===== src/rtl/md_pkg.sv =====
// md_pkg: op codes, state encoding and op-class helpers for the E-stage mult/div sequencer.
package md_pkg;
    localparam logic [3:0] MD_MULT  = 4'd0;
    localparam logic [3:0] MD_MULTU = 4'd1;
    localparam logic [3:0] MD_DIV   = 4'd2;
    localparam logic [3:0] MD_DIVU  = 4'd3;
    localparam logic [3:0] MD_MTHI  = 4'd4;
    localparam logic [3:0] MD_MTLO  = 4'd5;
    localparam logic [3:0] MD_NONE  = 4'hF;

    typedef enum logic {ST_IDLE, ST_RUN} md_state_t;

    function automatic logic is_mul(input logic [3:0] op);
        return op == MD_MULT || op == MD_MULTU;
    endfunction

    function automatic logic is_div(input logic [3:0] op);
        return op == MD_DIV || op == MD_DIVU;
    endfunction

    function automatic logic is_mt(input logic [3:0] op);
        return op == MD_MTHI || op == MD_MTLO;
    endfunction
endpackage


===== src/rtl/md_sched_if.sv =====
// md_sched_if: E/D-stage request side and mult/div unit control side of the sequencer.
interface md_sched_if;
    logic        e_md_valid;
    logic [3:0]  e_md_op;
    logic        int_req;
    logic        d_md_use;
    logic        md_start;
    logic [3:0]  md_op;
    logic        md_busy;
    logic        stall;
    logic        done;
    logic        proto_err;
    logic [15:0] stall_cnt;

    modport master (
        output e_md_valid, e_md_op, int_req, d_md_use,
        input  md_start, md_op, md_busy, stall, done, proto_err, stall_cnt
    );

    modport slave (
        input  e_md_valid, e_md_op, int_req, d_md_use,
        output md_start, md_op, md_busy, stall, done, proto_err, stall_cnt
    );
endinterface


===== src/rtl/md_lat_counter.sv =====
// md_lat_counter: loadable 5-bit latency down-counter flagging the final busy cycle.
module md_lat_counter (
    input  logic       clk,
    input  logic       reset,
    input  logic       i_load,
    input  logic [4:0] i_load_val,
    input  logic       i_en,
    output logic       o_last
);
    logic [4:0] r_cnt;

    always_ff @(posedge clk) begin
        if (reset)
            r_cnt <= 5'd0;
        else if (i_load)
            r_cnt <= i_load_val;
        else if (i_en && r_cnt != 5'd0)
            r_cnt <= r_cnt - 5'd1;
    end

    assign o_last = r_cnt == 5'd1;
endmodule


===== src/rtl/md_sched.sv =====
// md_sched: issues mult/div/mt ops to the unit, tracks latency, and raises HI/LO hazard stalls.
module md_sched
    import md_pkg::*;
#(
    parameter int MULT_LAT = 5,
    parameter int DIV_LAT  = 10
) (
    input  logic      clk,
    input  logic      reset,
    md_sched_if.slave bus
);
    md_state_t   r_state;
    logic        r_done;
    logic        r_proto_err;
    logic [15:0] r_stall_cnt;
    logic        w_legal;
    logic        w_accept;
    logic        w_load;
    logic        w_last;
    logic        w_run;
    logic        w_stall;
    logic [4:0]  w_load_val;

    assign w_run      = r_state == ST_RUN;
    assign w_legal    = is_mul(bus.e_md_op) | is_div(bus.e_md_op) | is_mt(bus.e_md_op);
    // A pending interrupt flushes the E-stage instruction, so it must not issue.
    assign w_accept   = bus.e_md_valid & ~bus.int_req & ~w_run & w_legal;
    assign w_load     = w_accept & (is_mul(bus.e_md_op) | is_div(bus.e_md_op));
    assign w_load_val = is_div(bus.e_md_op) ? 5'(DIV_LAT) : 5'(MULT_LAT);
    assign w_stall    = bus.d_md_use & (w_run | w_accept);

    md_lat_counter u_cnt (
        .clk       (clk),
        .reset     (reset),
        .i_load    (w_load),
        .i_load_val(w_load_val),
        .i_en      (w_run),
        .o_last    (w_last)
    );

    always_ff @(posedge clk) begin
        if (reset) begin
            r_state     <= ST_IDLE;
            r_done      <= 1'b0;
            r_proto_err <= 1'b0;
            r_stall_cnt <= 16'd0;
        end else begin
            r_state     <= w_load ? ST_RUN : (w_run && w_last) ? ST_IDLE : r_state;
            r_done      <= w_run && w_last;
            r_proto_err <= r_proto_err | (bus.e_md_valid & (w_run | ~w_legal));
            r_stall_cnt <= r_stall_cnt + {15'd0, w_stall & ~&r_stall_cnt};
        end
    end

    assign bus.md_start  = w_accept;
    assign bus.md_op     = w_accept ? bus.e_md_op : MD_NONE;
    assign bus.md_busy   = w_run;
    assign bus.stall     = w_stall;
    assign bus.done      = r_done;
    assign bus.proto_err = r_proto_err;
    assign bus.stall_cnt = r_stall_cnt;
endmodule

===== src/flat_wrapper.sv =====
// flat-port wrapper written by rule: the top's interface ports become plain ports
module md_sched_flat import md_pkg::*;
#(
    parameter int MULT_LAT = 5,
    parameter int DIV_LAT  = 10
)
  (clk, reset, bus_e_md_valid, bus_e_md_op, bus_int_req, bus_d_md_use, bus_md_start, bus_md_op, bus_md_busy, bus_stall, bus_done, bus_proto_err, bus_stall_cnt);
  md_sched_if bus_i ();
  input  logic clk;
  input  logic reset;
  input wire logic [$bits(bus_i.e_md_valid)-1:0] bus_e_md_valid;
  input wire logic [$bits(bus_i.e_md_op)-1:0] bus_e_md_op;
  input wire logic [$bits(bus_i.int_req)-1:0] bus_int_req;
  input wire logic [$bits(bus_i.d_md_use)-1:0] bus_d_md_use;
  output wire logic [$bits(bus_i.md_start)-1:0] bus_md_start;
  output wire logic [$bits(bus_i.md_op)-1:0] bus_md_op;
  output wire logic [$bits(bus_i.md_busy)-1:0] bus_md_busy;
  output wire logic [$bits(bus_i.stall)-1:0] bus_stall;
  output wire logic [$bits(bus_i.done)-1:0] bus_done;
  output wire logic [$bits(bus_i.proto_err)-1:0] bus_proto_err;
  output wire logic [$bits(bus_i.stall_cnt)-1:0] bus_stall_cnt;
  assign bus_i.e_md_valid = bus_e_md_valid;
  assign bus_i.e_md_op = bus_e_md_op;
  assign bus_i.int_req = bus_int_req;
  assign bus_i.d_md_use = bus_d_md_use;
  assign bus_md_start = bus_i.md_start;
  assign bus_md_op = bus_i.md_op;
  assign bus_md_busy = bus_i.md_busy;
  assign bus_stall = bus_i.stall;
  assign bus_done = bus_i.done;
  assign bus_proto_err = bus_i.proto_err;
  assign bus_stall_cnt = bus_i.stall_cnt;
  md_sched #(.MULT_LAT(MULT_LAT), .DIV_LAT(DIV_LAT)) u_core (.clk(clk), .reset(reset), .bus(bus_i));
endmodule

===== config.mk =====
export PLATFORM = sky130hd
export DESIGN_NAME = md_sched_flat
export DESIGN_NICKNAME = d
export VERILOG_FILES = /design/src/rtl/md_pkg.sv /design/src/rtl/md_sched_if.sv /design/src/rtl/md_lat_counter.sv /design/src/rtl/md_sched.sv /design/src/flat_wrapper.sv
export SDC_FILE = /design/constraint.sdc
export NUM_CORES = 1
export LEC_CHECK = 0
export CAP_MARGIN = 20
export CORE_AREA = 2 2 49 51
export CTS_CLUSTER_SIZE = 40
export DETAILED_ROUTE_END_ITERATION = 6
export DIE_AREA = 0 0 51 53
export DONT_BUFFER_PORTS = 1
export PLACE_DENSITY = 0.69
export SLEW_MARGIN = 20
export SYNTH_ARGS = -nofsm -noshare
export SYNTH_HDL_FRONTEND = slang
export SYNTH_SLANG_ARGS = --single-unit
export TNS_END_PERCENT = 1

===== constraint.sdc =====
create_clock -name clk -period 3 [get_ports clk]
set_input_delay 0.6 -clock clk [delete_from_list [all_inputs] [get_ports clk]]
set_output_delay 0.6 -clock clk [all_outputs]
set_load 0.01 [all_outputs]

==> results of run 1 <==
[critical path: stages, from the launching register on]
cell and delay (ps):
dfxtp_1 640, a31oi_1 80, nor2b_1 270, nor2b_1 180, ha_1 210, ha_1 320, nand3_1 120, or3_1 310
a21oi_1 150
[worst paths after layout]
path                                                         start                                   to  slack, ps  cells past startpoint
worst min-delay path                                         reset   u_core.u_cnt.r_cnt[2]$_SDFFE_PP0P_        340                      1
worst min register to register  u_core.u_cnt.r_cnt[1]$_SDFFE_PP0P_   u_core.u_cnt.r_cnt[1]$_SDFFE_PP0P_        520                      2
worst max register to register     u_core.bus.md_busy$_SDFFE_PP0P_  u_core.bus.stall_cnt[12]$_SDFF_PP0_        660                      8
worst max-delay path               u_core.bus.md_busy$_SDFFE_PP0P_  u_core.bus.stall_cnt[12]$_SDFF_PP0_        660                      8
[cell usage in the layout (no fill, tap or decap), drive strengths merged, types with 2 or more instances in the layout]
| master | count |
|---|---|
| a21oi | 6 |
| and4 | 2 |
| and3 | 2 |
| xnor2 | 6 |
| clkbuf | 4 |
| nor4 | 5 |
| dfxtp | 24 |
| ha | 5 |
| xor2 | 8 |
| nor3 | 3 |
| nor2 | 15 |
| o22ai | 2 |
| nand4 | 8 |
| nand2 | 10 |
| nand3 | 8 |
| nor2b | 5 |
| inv | 5 |
| nand2b | 2 |
[where the power goes]
group | total (uW) | switching [uW] | leakage, uW | internal (uW)
clock network | 161 | 87.2 | 0.0000210 | 73.9
registers | 330 | 6.92 | 0.000194 | 323
logic | 27.6 | 13.0 | 0.000235 | 14.6
total | 518 | 107 | 0.000450 | 411
[layer usage]
layer | track usage, % | share of wire [%]
met2 | 34.42 | 54
met1 | 18.13 | 40
met3 | 4.237 | 4.8
met5 | 0 | 0
met4 | 8.559 | 1.5
[logic make-up (layout without fill, tap and decap cells)]
family | after synthesis | in the layout | share of synthesized area (%)
xor+xnor | 14 | 14 | 10.09
mux | 1 | 1 | 0.9268
simple gates | 69 | 69 | 32.54
buf+inv | 10 | 9 | 4.016
flops | 24 | 24 | 39.55
compound gates | 14 | 14 | 7.724
fa+ha+maj | 5 | 5 | 5.149
[cell type report]
type | count | area (um2) | share of cell area [%]
Clock buffer | 4 | 36.28 | 2.883
Tap cell | 28 | 35.03 | 2.783
Inverter | 5 | 21.27 | 1.690
Multi-Input combinational cell | 103 | 685.7 | 54.47
Sequential cell | 24 | 480.5 | 38.17
[metrics by stage]
step | instance area, um2 | instances
after detailed placement | 1222 | 160
after global placement | 1222 | 160
after floorplan | 1215 | 137
after global routing | 1259 | 164
after CTS | 1259 | 164
final | 1259 | 164
[registers in the layout, summed over array words and instances, names as in the netlist]
signal,flops
u_core.bus.stall_cnt,16
u_core.u_cnt.r_cnt,5
u_core.bus.done,1
u_core.bus.md_busy,1
u_core.bus.proto_err,1
==> run_results.csv, run 1 <==
group,metric,value,unit
status,outcome,"finished clean",
placed_design,preCtsSetupSlack,466.0,ps
synth,ys_warn_count,0,
synth,ys_seq_elements,24,
placed_design,dp_hpwl,1.711,mm
routing,drtAntennaViolNets,0,
clocking,cts_setup_buffers,0,
finish,antenna_cells,0,
critical_path,endpoint_kind,"flip-flop",
floorplan,rows,17,
synth,yosysMostFrequentCell,"dfxtp_1",
synth,synth_common_cells,"dfxtp_1 (24), nor2_1 (15), nand2_1 (9)",
timing,setup_violations,0,
clocking,path_clk_slew,120,ps
floorplan,fp.coreArea,2148,um2
clocking,cts_root_buf,"clkbuf_4",
critical_path,cp.arrival,2580,ps
timing,max_freq,426.5,MHz
clocking,cts-htree-levels,1,
synth,yosysSeqAreaShare,39.55,%
timing,finalSetupTns,0,ps
routing,vias,948,
global_routing,antenna_found_initial,0,
power_and_ir_drop,fin_total_pwr,518.5,uW
global_routing,grt-ovfl-total,0,
floorplan,die_x,51,um
finish,nFillCells,203,
global_routing,grt_pass1_vias,869,
floorplan,ios,34,
clocking,cts_resized,0,
clocking,cts_buffers,3,
floorplan,die_h,53,um
routing,drt_pass1_iterations,4,
timing,whs,344.4,ps
synth,synthesis.area,1215,um2
critical_path,startpoint_type,"flip-flop",
critical_path,worstSetupPathType,"flip-flop to flip-flop",
floorplan,start_util,56.55,%
synth,syn_inst,137,
synth,async_reset_ff_share,0,%
power_and_ir_drop,p_per_area,411.9,nW/um2
timing,hold_viol_final,0,
floorplan,die_area,2703,um2
finish,drive_above_1_share,8.088,%
timing,fin_skew,4.522,ps
routing,drc,0,
power_and_ir_drop,leakagePower,0.0004502,uW
clocking,cts.sinks,24,
power_and_ir_drop,peakVddDrop,0.2444,mV
timing,relSlewSlack,67.80,%
synth,yosys.cell_types.count,39,
finish,num-nets-final,151,
global_routing,grt_max_degree,26,
global_routing,gr-usage-all-layers,17.96,%
routing,routed_wl,2.227,mm
synth,synth_top_area_share,39.55,%
finish,final_core_util,58.59,%
synth,ys_top_cells_by_area,"dfxtp_1 (40%), xor2_1 (5.8%), ha_1 (5.1%)",
timing,worst_pin_slew,482.3,ps
routing,wl_per_cell,13.58,um
routing,drtIter0Drc,9,
synth,avgSynthCellArea,8.868,um2
synth,yosys_most_used_dff,"dfxtp_1",
placed_design,place.gp.congestion,0.7750,
synth,syn_nets,151,
timing,finalMaxSlewViolations,0,
timing,fin_ws,655.4,ps
routing,vias_per_cell,5.780,
global_routing,grt_pass1_wl,3.691,mm
job,cap_violations,0,
synth,synth_edf_count,0,
synth,yosysTopAreaCell,"dfxtp_1",
critical_path,crit_required,3230,ps
clocking,clk_path_buf_depth,2,
clocking,hold_buffers,0,
clocking,clock_latency,300,ps
clocking,cts_tree,"done",
timing,period_minus_slack,2345,ps
timing,period_share,78.15,%
critical_path,worstPathMaxFanout,10,
placed_design,io_buffers,0,
timing,rsz0062_at_grt,"false",
finish,area_growth,3.605,%
min_path,hold_class,"input pin to flip-flop",
Note: power is estimated with default switching activity, not from simulation.
==> run 2: changes to the inputs <==
--- a/config.mk
+++ b/config.mk
@@ -6,10 +6,10 @@
 export NUM_CORES = 1
 export LEC_CHECK = 0
 export CAP_MARGIN = 20
-export CORE_AREA = 2 2 49 51
+export CORE_AREA = 2 2 50 52
 export CTS_CLUSTER_SIZE = 40
 export DETAILED_ROUTE_END_ITERATION = 6
-export DIE_AREA = 0 0 51 53
+export DIE_AREA = 0 0 52 54
 export DONT_BUFFER_PORTS = 1
 export PLACE_DENSITY = 0.69
 export SLEW_MARGIN = 20
==> constraint.sdc (replaced) <==
create_clock -name clk -period 2.1 [get_ports clk]
set_input_delay 0.42 -clock clk [delete_from_list [all_inputs] [get_ports clk]]
set_output_delay 0.42 -clock clk [all_outputs]
set_load 0.01 [all_outputs]
==> run_results.csv, run 2 (same netlist as run 1, synthesis figures left out) <==
group,metric,value,unit
timing,fin_skew,2.712,ps
global_routing,grt-ovfl-total,0,
min_path,hp-start,"reset",
timing,period_minus_slack,1911,ps
clocking,hold_buffers,0,
global_routing,antenna_found_initial,0,
finish,antenna_cells,0,
clocking,path_clk_slew,120,ps
finish,final_cell_mix,"dfxtp_1 (24), buf_4 (21), nor2_1 (15)",
finish,multiInputGateArea,691.9,um2
global_routing,grt_pass1_vias,971,
placed_design,place.gp.congestion,0.8835,
clocking,cts_resized,0,
global_routing,grt_max_degree,26,
min_path,hold_class,"input pin to flip-flop",
clocking,cts_setup_buffers,0,
clocking,clock_latency,290,ps
routing,drc,0,
finish,nFillCells,222,
finish,drive_above_1_share,20.51,%
finish,largest_register_ffs,16,
clocking,clk_path_buf_depth,2,
global_routing,gr-usage-all-layers,19.12,%
routing,drt_pass1_iterations,4,
routing,vias,1027,
critical_path,crit_required,1680,ps
floorplan,die_x,52,um
power_and_ir_drop,leakagePower,0.0005561,uW
timing,rsz0062_at_grt,"false",
clocking,cts.sinks,24,
power_and_ir_drop,p_per_area,498.6,nW/um2
timing,period_share,90.99,%
floorplan,die_area,2808,um2
floorplan,rows,18,
finish,area_growth,16.17,%
placed_design,dp_cells,183,
status,outcome,"finished clean",
critical_path,startpoint_type,"flip-flop",
timing,worst_pin_slew,346.1,ps
floorplan,die_h,54,um
placed_design,dp_hpwl,1.998,mm
placed_design,io_buffers,0,
power_and_ir_drop,fin_total_pwr,703.7,uW
critical_path,setup.worst_path.start,"u_core.bus.md_busy$_SDFFE_PP0P_",
timing,relSlewSlack,76.71,%
critical_path,worstPathMaxFanout,4,
routing,drtAntennaViolNets,0,
critical_path,endpoint_kind,"output port",
finish,stdcell_count,186,
timing,max_freq,523.4,MHz
global_routing,grt_pass1_wl,3.967,mm
finish,num-nets-final,172,
routing,drtIter0Drc,5,
clocking,cts_tree,"done",
power_and_ir_drop,peakVddDrop,0.2573,mV
finish,layout.area.seq,480.5,um2
floorplan,start_util,52.37,%
finish,final_common_cell,"dfxtp_1",
timing,hold_viol_final,0,
critical_path,worstSetupPathType,"flip-flop to output port",
clocking,cts-htree-levels,1,
timing,finalMaxSlewViolations,0,
floorplan,fp.coreArea,2320,um2
job,cap_violations,0,
timing,whs,167.7,ps
timing,setup_violations,0,
critical_path,cp.arrival,1490,ps
routing,vias_per_cell,5.522,
routing,routed_wl,2.501,mm
clocking,cts_root_buf,"clkbuf_4",
clocking,cts_buffers,3,
floorplan,ios,34,
critical_path,worst_r2r_startpoint,"u_core.bus.stall_cnt[11]$_SDFF_PP0_",
routing,wl_per_cell,13.45,um
-- run 2: changes by cell type in the layout (fill, tap and decap cells not counted), sizes merged --
cell / previous run / this run
buf: 0 / 21
clkbuf: 4 / 3
-- run 2: per-layer routing --
layer,GRT usage [%],wire length [um]
met4,7.018,25
met3,5.556,142
met5,0,0
met1,18.12,1014
met2,38.40,1318
-- run 2: path summary, 6_finish.rpt --
check	endpoint	slack [ps]	cells past startpoint
max	bus_md_op[0]	190	3
min	u_core.u_cnt.r_cnt[2]$_SDFFE_PP0P_	170	1
max reg2reg	u_core.bus.stall_cnt[8]$_SDFF_PP0_	200	9
min reg2reg	u_core.u_cnt.r_cnt[1]$_SDFFE_PP0P_	520	2
-- run 2: area by class of cell --
| class | instances | area share (%) |
|---|---|---|
| timing repair buffer | 21 | 11.17 |
| tap | 30 | 2.660 |
| sequential | 24 | 34.04 |
| multi-input combinational | 103 | 49.02 |
| inverter | 5 | 1.507 |
| clock buffer | 3 | 1.596 |
-- run 2: metrics by stage --
step	util (%)	setup WS [ps]	TNS, ps	area [um2]
6_report	60.84	189.3	0	1411
5_1_grt	60.84	2.428	0	1411
4_1_cts	60.84	143.6	0	1411
3_5_place_dp	59.87	73.53	0	1389
3_3_place_gp	59.87	125.7	0	1389
2_1_floorplan	-	-22.84	-22.84	1222
-- run 2: critical path, cell delays in order, from the launching register on --
cell     delay, ps
dfxtp_1        380
nor4b_4        320
nand2_1        170
or2_2          340
-- run 2: power by group --
part	internal, uW	total (uW)	switching (uW)
combinational	24.3	46.8	22.5
sequential	461	468	6.92
clock	66.7	189	122
